==> config.mk <==
export PLATFORM = sky130hd
export DESIGN_NAME = tick_rate_controller
export DESIGN_NICKNAME = d
export VERILOG_FILES = /design/src/rtl/tick_rate_controller.sv
export SDC_FILE = /design/constraint.sdc
export NUM_CORES = 1
export LEC_CHECK = 0
export ABC_AREA = 1
export CAP_MARGIN = 20
export CORE_UTILIZATION = 49
export CTS_BUF_LIST = sky130_fd_sc_hd__clkbuf_4
export CTS_CLUSTER_DIAMETER = 60
export DETAILED_ROUTE_END_ITERATION = 10
export MAX_ROUTING_LAYER = met4
export PLACE_DENSITY = 0.64
export SYNTH_ARGS = -nofsm -noshare
export SYNTH_HDL_FRONTEND = slang
export SYNTH_SLANG_ARGS = --single-unit
==> constraint.sdc <==
create_clock -name clock -period 1.9 [get_ports clock]
set_clock_uncertainty 0.1 [all_clocks]
set_input_delay 0.38 -clock clock [delete_from_list [all_inputs] [get_ports clock]]
set_output_delay 0.38 -clock clock [all_outputs]
set_load 0.01 [all_outputs]
==> src/rtl/tick_rate_controller.sv <==
// Tick rate controller.
// Generates a one-cycle tick enable whose period is set by the active rate mode
// (normal, fast, slow or error). The speed_up and slow_down controls are
// debounced before use. Mode changes take effect only at a tick boundary, so a
// period that has already started always runs to its full length.
module tick_rate_controller #(
  parameter int NORMAL_DIV = 8,
  parameter int FAST_DIV   = 4,
  parameter int SLOW_DIV   = 16,
  parameter int DEBOUNCE   = 3,
  parameter int CNT_W      = 16
) (
  input  logic       clock,
  input  logic       reset,
  input  logic       slow_down,
  input  logic       speed_up,
  output logic       tick,
  output logic [1:0] mode,
  output logic       switching,
  output logic       error_code_2
);

  typedef enum logic [1:0] {
    MODE_NORMAL = 2'b00,
    MODE_FAST   = 2'b01,
    MODE_SLOW   = 2'b10,
    MODE_ERROR  = 2'b11
  } mode_t;

  // Terminal counts. Each period runs cnt = 0 .. DIV-1.
  localparam logic [CNT_W-1:0] NORMAL_LAST = CNT_W'(NORMAL_DIV - 1);
  localparam logic [CNT_W-1:0] FAST_LAST   = CNT_W'(FAST_DIV - 1);
  localparam logic [CNT_W-1:0] SLOW_LAST   = CNT_W'(SLOW_DIV - 1);
  localparam logic [CNT_W-1:0] DEB_LAST    = CNT_W'(DEBOUNCE - 1);
  localparam logic [CNT_W-1:0] CNT_ONE     = CNT_W'(1);

  logic [CNT_W-1:0] su_cnt;
  logic [CNT_W-1:0] sd_cnt;
  logic             su_f;
  logic             sd_f;
  logic [CNT_W-1:0] cnt;
  logic [CNT_W-1:0] div_last;
  mode_t            active;
  mode_t            requested;

  // Debounce speed_up: accept a new level only after DEBOUNCE consecutive mismatches.
  // NOTE: state registers use non-blocking assignments so every flop samples
  // pre-edge values; blocking here would create order-dependent races.
  always_ff @(posedge clock) begin
    if (reset) begin
      su_cnt <= '0;
      su_f   <= 1'b0;
    end else if (speed_up == su_f) begin
      su_cnt <= '0;
    end else if (su_cnt == DEB_LAST) begin
      su_f   <= speed_up;
      su_cnt <= '0;
    end else begin
      su_cnt <= su_cnt + CNT_ONE;
    end
  end

  // Debounce slow_down with the same rule as speed_up.
  always_ff @(posedge clock) begin
    if (reset) begin
      sd_cnt <= '0;
      sd_f   <= 1'b0;
    end else if (slow_down == sd_f) begin
      sd_cnt <= '0;
    end else if (sd_cnt == DEB_LAST) begin
      sd_f   <= slow_down;
      sd_cnt <= '0;
    end else begin
      sd_cnt <= sd_cnt + CNT_ONE;
    end
  end

  // Requested mode decoded from the filtered controls.
  // NOTE: a default assignment ahead of the case keeps this block free of
  // inferred latches even if a branch is later left incomplete.
  always_comb begin
    requested = MODE_NORMAL;
    case ({su_f, sd_f})
      2'b10:   requested = MODE_FAST;
      2'b01:   requested = MODE_SLOW;
      2'b11:   requested = MODE_ERROR;
      default: requested = MODE_NORMAL;
    endcase
  end

  // Terminal count of the period in progress, chosen by the active mode.
  always_comb begin
    div_last = NORMAL_LAST;
    case (active)
      MODE_FAST: div_last = FAST_LAST;
      MODE_SLOW: div_last = SLOW_LAST;
      default:   div_last = NORMAL_LAST;
    endcase
  end

  assign tick = (cnt == div_last);

  // Period counter and active mode. A pending request is adopted only on the
  // tick cycle, using the request as it stood before this edge's filter update.
  always_ff @(posedge clock) begin
    if (reset) begin
      cnt    <= '0;
      active <= MODE_NORMAL;
    end else if (tick) begin
      cnt    <= '0;
      active <= requested;
    end else begin
      cnt    <= cnt + CNT_ONE;
    end
  end

  // Registered conflict flag: both filtered controls asserted, updated every cycle.
  always_ff @(posedge clock) begin
    if (reset) begin
      error_code_2 <= 1'b0;
    end else begin
      error_code_2 <= su_f & sd_f;
    end
  end

  assign mode      = active;
  assign switching = (requested != active);

endmodule

# ---- Yosys cells after proc, flatten, opt, wreduce, memory -nomap -nowiden
# Index checks and enable logic that the tools add are counted.
dict set report classes {
  n_addsub 3
  n_eq_ne 11
  n_mux 2
  bitwise 3
  reduce_logical 5
}
# cell n
set op_table {}
lappend op_table {{16-bit by 1-bit adder with 16-bit output, second input constant} 3}
lappend op_table {{16-bit by 2-bit == test with 1-bit output, second input constant} 2}
lappend op_table {{16-bit == test} 1}
lappend op_table {{4-bit case mux with 2 select lines} 1}
lappend op_table {{2-bit == test, second input constant} 3}
lappend op_table {{2-bit case mux with 3 select lines} 1}
lappend op_table {{3-bit OR reduction} 2}
lappend op_table {{2-bit by 1-bit == test with 1-bit output, second input constant} 2}
lappend op_table {{2-bit AND reduction} 2}
lappend op_table {{1-bit == test} 2}
lappend op_table {{2-bit inequality test} 1}
lappend op_table {{1-bit inverter} 2}
lappend op_table {{2-bit OR reduction} 1}
lappend op_table {{1-bit bitwise AND} 1}
dict set report word_totals {
  register_bits 53
  word_cells 31
}

# ---- Longest topological paths before layout
dict set report logic_depth {
  word_depth 4
  ltp_mapped 9
}

# ---- Worst setup path after synthesis
# Ideal clock, no wire load.
dict set report synth_timing {
  path_type {reg-to-reg}
  start {register cnt[0]}
  end {register cnt[7]}
  setup_time_ps 116
  t_arrival_ps 1250
  t_required_ps 1684
  setup_slack_ps 434
  path_stages_with_launch 10
  n_path_buf 1
  period_less_slack_ps 1466
  path_cell_list {dfxtp_1 -> ha_1 -> inv_1 -> nor2_1 -> nand2_1 -> nor2_1 -> nand2_2 -> o21ai_4 -> buf_6 -> nor2_1}
}
dict set report synth_between {
  elab_chain_cells 2
  word_cells_on_any_way 3
}
# item line_no
set synth_lines {}
lappend synth_lines {{start: declaration} 41} ;# logic [CNT_W-1:0] cnt;
lappend synth_lines {{start signal: assignment} 113} ;# cnt <= cnt + CNT_ONE;
lappend synth_lines {{branches (longest 2 deep; another with 16-bit by 1-bit adder with 16-bit output)} n/a}
# Several ways; the timed one is not identified.
# A chain may end at the register's enable or synchronous reset.

# ---- Worst setup path after layout
dict set report layout_timing {
  start {register cnt[1]}
  end {output tick}
}
dict set report layout_between {
  elab_chain_cells 1
}
# item line_no
set layout_lines {}
lappend layout_lines {{16-bit == test} 101} ;# assign tick = (cnt == div_last);
lappend layout_lines {{end: declaration} 17} ;# output logic tick,
# Every way passes these cells.

==> results.sh <==
export IMPL_tns_ns=0
export IMPL_synth_avg_cell_area_um2=6.70
export IMPL_netlist_area_um2=2750
export IMPL_max_freq_mhz=542
export IMPL_crit_chain="ha_4, nand2_2, nor2_2, nand3_1, nor2_2, buf_2"
export IMPL_cap_violations=0
export IMPL_hold_violations=0
export IMPL_worst_path_max_fanout=3
export IMPL_vias=2554
export IMPL_postSynthRegisterBits=53
export IMPL_p_seq_share_pct=64.9
export IMPL_drc=0
export IMPL_cp_arrival_ns=1.36
export IMPL_startpoint_type="flop"
export IMPL_final_fill_count=488
export IMPL_finalSetupViolCount=0
export IMPL_grt_first_pass_wirelength_um=9650
export IMPL_grt_max_degree=17
export IMPL_fin_nets=448
export IMPL_r2r_start="cnt[4]$_SDFF_PP0_"
export IMPL_die_w_um=76.9
export IMPL_cts_tree="built"
export IMPL_cts_clk_slew_worst_paths_ns=0.15
export IMPL_clkPwrFrac_pct=28.8
export IMPL_postCtsSetupRepairBufs=0
export IMPL_rows=26
export IMPL_die_area_um2=5910
export IMPL_cts_buffers=5
export IMPL_ios=9
export IMPL_antenna_found_initial=0
export IMPL_gp_congestion=0.839
export IMPL_cts_sink_count=53
export IMPL_cts_htree_levels=2
export IMPL_syn2layout_area_growth_pct=14.4
export IMPL_ys_types=25
export IMPL_p_sw_uw=425
export IMPL_cp_startpoint="cnt[1]$_SDFF_PP0_"
export IMPL_routedWlPerCell_um=10.8
export IMPL_power_mw=1.75
export IMPL_start_util_pct=52.4
export IMPL_hold_buffers=0
export IMPL_routed_via_density=5.01
export IMPL_grt_pass1_vias=2323
export IMPL_leakage_nw=1.11
export IMPL_relSlewSlack_pct=77.2
export IMPL_synth_top_area_cell="dfxtp_1"
export IMPL_clockRootBuffer="clkbuf_4"
export IMPL_detailed_place_hpwl_um=4180
export IMPL_fin_crit_ns=1.84
export IMPL_ant_nets=0
export IMPL_cp_required_ns=1.42
export IMPL_dr_pass1_iters=4
export IMPL_whs_ns=0.361
export IMPL_sw_frac_of_total_pct=24.3
export IMPL_insertedDiodeCount=0
export IMPL_slowest_stage="dfxtp_2"
export IMPL_status="finished clean"
export IMPL_worstMarginPinSlew_ns=0.340
export IMPL_max_stage_delay_ns=0.38
export IMPL_io_buffers=8
export IMPL_routed_wl_um=5500
export IMPL_synth_area_leaders="dfxtp_1, nor2_1, nand2_1"
export IMPL_yosysSeqAreaShare_pct=38.7
export IMPL_grt_ovfl_total=0
export IMPL_clock_latency_ns=0.37
export IMPL_maxSlewViolCount=0
export IMPL_vdd_drop_max_mv=0.396
export IMPL_period_share_pct=97.1
export IMPL_cpMostUsedCell="nor2_2"
export IMPL_hold_start="su_cnt[0]$_SDFF_PP0_"
export IMPL_synthCells=410
export IMPL_min_path_type="reg -> reg"
export IMPL_worst_setup_path_end_kind="primary output"
export IMPL_first_iter_violations=126
export IMPL_worstSetupPathType="reg -> out"
export IMPL_internal_power_mw=1.33
export IMPL_synth_nets=419
export IMPL_synth_top_cell_area_share_pct=38.7
export IMPL_drive_gt1_share_pct=13.4
export IMPL_grt_usage_pct=20.8
export IMPL_powerDensity_nw_per_um2=557
export IMPL_synth_warnings=0
export IMPL_clk_path_buf_depth=2
export IMPL_comb_power_share_pct=6.3
export IMPL_coreArea_um2=5240
export IMPL_grt_setup_unrepaired="yes"
export IMPL_die_height_um=76.9
## layout make-up
cell class                 instances  area [um^2]  share of cell area, %
clock inverter                     2         10.0                  0.319
sequential                        53         1070                   34.1
multi-input combinational        301         1510                   48.0
clock buffer                       6         45.0                   1.43
inverter                          53          199                   6.33
tap                               70         87.6                   2.79
timing repair buffer              25          220                   7.01
## repair_timing
item / 4_1_cts / 5_1_grt
resized for setup: 10 / 21
endpoints found under the setup margin: 3 / 4
pin swaps: 1 / 5
## per-layer routing
metal | track usage (%) | up-vias | routed length (um)
met5 | - | - | 0
met4 | 6.73 | 0 | 77
met1 | 24.2 | 1149 | 2610
met3 | 3.81 | 9 | 178
met2 | 35.8 | 34 | 2630
li1 | - | 1362 | -
## synthesized netlist by cell type
| master | n |
|---|---|
| nand2_1 | 86 |
| ha_1 | 5 |
| xnor2_1 | 3 |
| buf_6 | 1 |
| nand3b_1 | 2 |
| buf_4 | 1 |
| nand3_2 | 1 |
| nor2_4 | 3 |
| nor4_1 | 2 |
| inv_1 | 51 |
| nor3_1 | 11 |
| inv_2 | 2 |
| nor3_2 | 1 |
| dfxtp_1 | 53 |
| nor2_1 | 90 |
| buf_2 | 1 |
| nor2_2 | 1 |
| nand4_1 | 17 |
| nand3_1 | 29 |
| o21bai_1 | 1 |
| xor2_1 | 13 |
| o21ai_0 | 10 |
| nand2_2 | 4 |
| o21ai_4 | 1 |
| a21oi_1 | 21 |
## cell families after synthesis
kind of cell,Yosys count,synth area share [%]
flip-flops,53,38.7
AND/OR/NAND/NOR,247,39.3
AO/OA/AOI/OAI,33,6.52
adder cells (fa/ha/maj),5,2.28
buffers and inverters,56,8.11
XOR/XNOR,16,5.11
## placed cells by master (no fill, tap or decap), types with 6 or more instances in the layout
cell type | Yosys | routed
a21oi_1 | 21 | 21
buf_4 | 1 | 16
clkbuf_4 | 0 | 6
dfxtp_1 | 53 | 48
inv_1 | 51 | 48
nand2_1 | 86 | 79
nand2_2 | 4 | 11
nand3_1 | 29 | 28
nand4_1 | 17 | 17
nor2_1 | 90 | 88
nor3_1 | 11 | 11
o21ai_0 | 10 | 10
xor2_1 | 13 | 13
## through the flow
| step | utilization (%) | setup WS [ns] | instance area (um^2) | cells |
|---|---|---|---|---|
| after floorplan | - | 0.434 | 2750 | 410 |
| after global placement | 57.8 | -0.0505 | 3030 | 502 |
| after detailed placement | 57.8 | -0.0344 | 3030 | 502 |
| after CTS | 58.9 | -0.0241 | 3090 | 510 |
| after global routing | 60.0 | -0.0457 | 3140 | 510 |
| final | 60.0 | 0.0560 | 3140 | 510 |
## final timing paths
path              cells past startpoint  slack, ns              endpoint
setup / recovery                      6       0.06                  tick
hold / removal                        1       0.36  su_cnt[0]$_SDFF_PP0_
setup reg to reg                      8       0.42     cnt[9]$_SDFF_PP0_
hold reg to reg                       1       0.36  su_cnt[0]$_SDFF_PP0_
## power by group through the flow
stage	registers, mW	clock network [mW]	logic, mW
final	1.14	0.503	0.110
after global routing	1.14	0.570	0.126
after CTS	1.14	0.533	0.107
after detailed placement	1.16	0	0.108
after global placement	1.16	0	0.107
after floorplan	1.16	0	0.0713
## sequential cells by signal (all words and copies together), names as in the netlist
name / count
cnt: 16
sd_cnt: 16
su_cnt: 16
mode: 2
error_code_2: 1
sd_f: 1
su_f: 1
## critical path: cells and delay by family, from the launching register on
kind	cells	cell delay [ns]
flops	1	0.38
simple gates	4	0.35
fa+ha+maj	1	0.14
buf+inv	1	0.13
No activity file was read; power rests on OpenSTA's default activity.
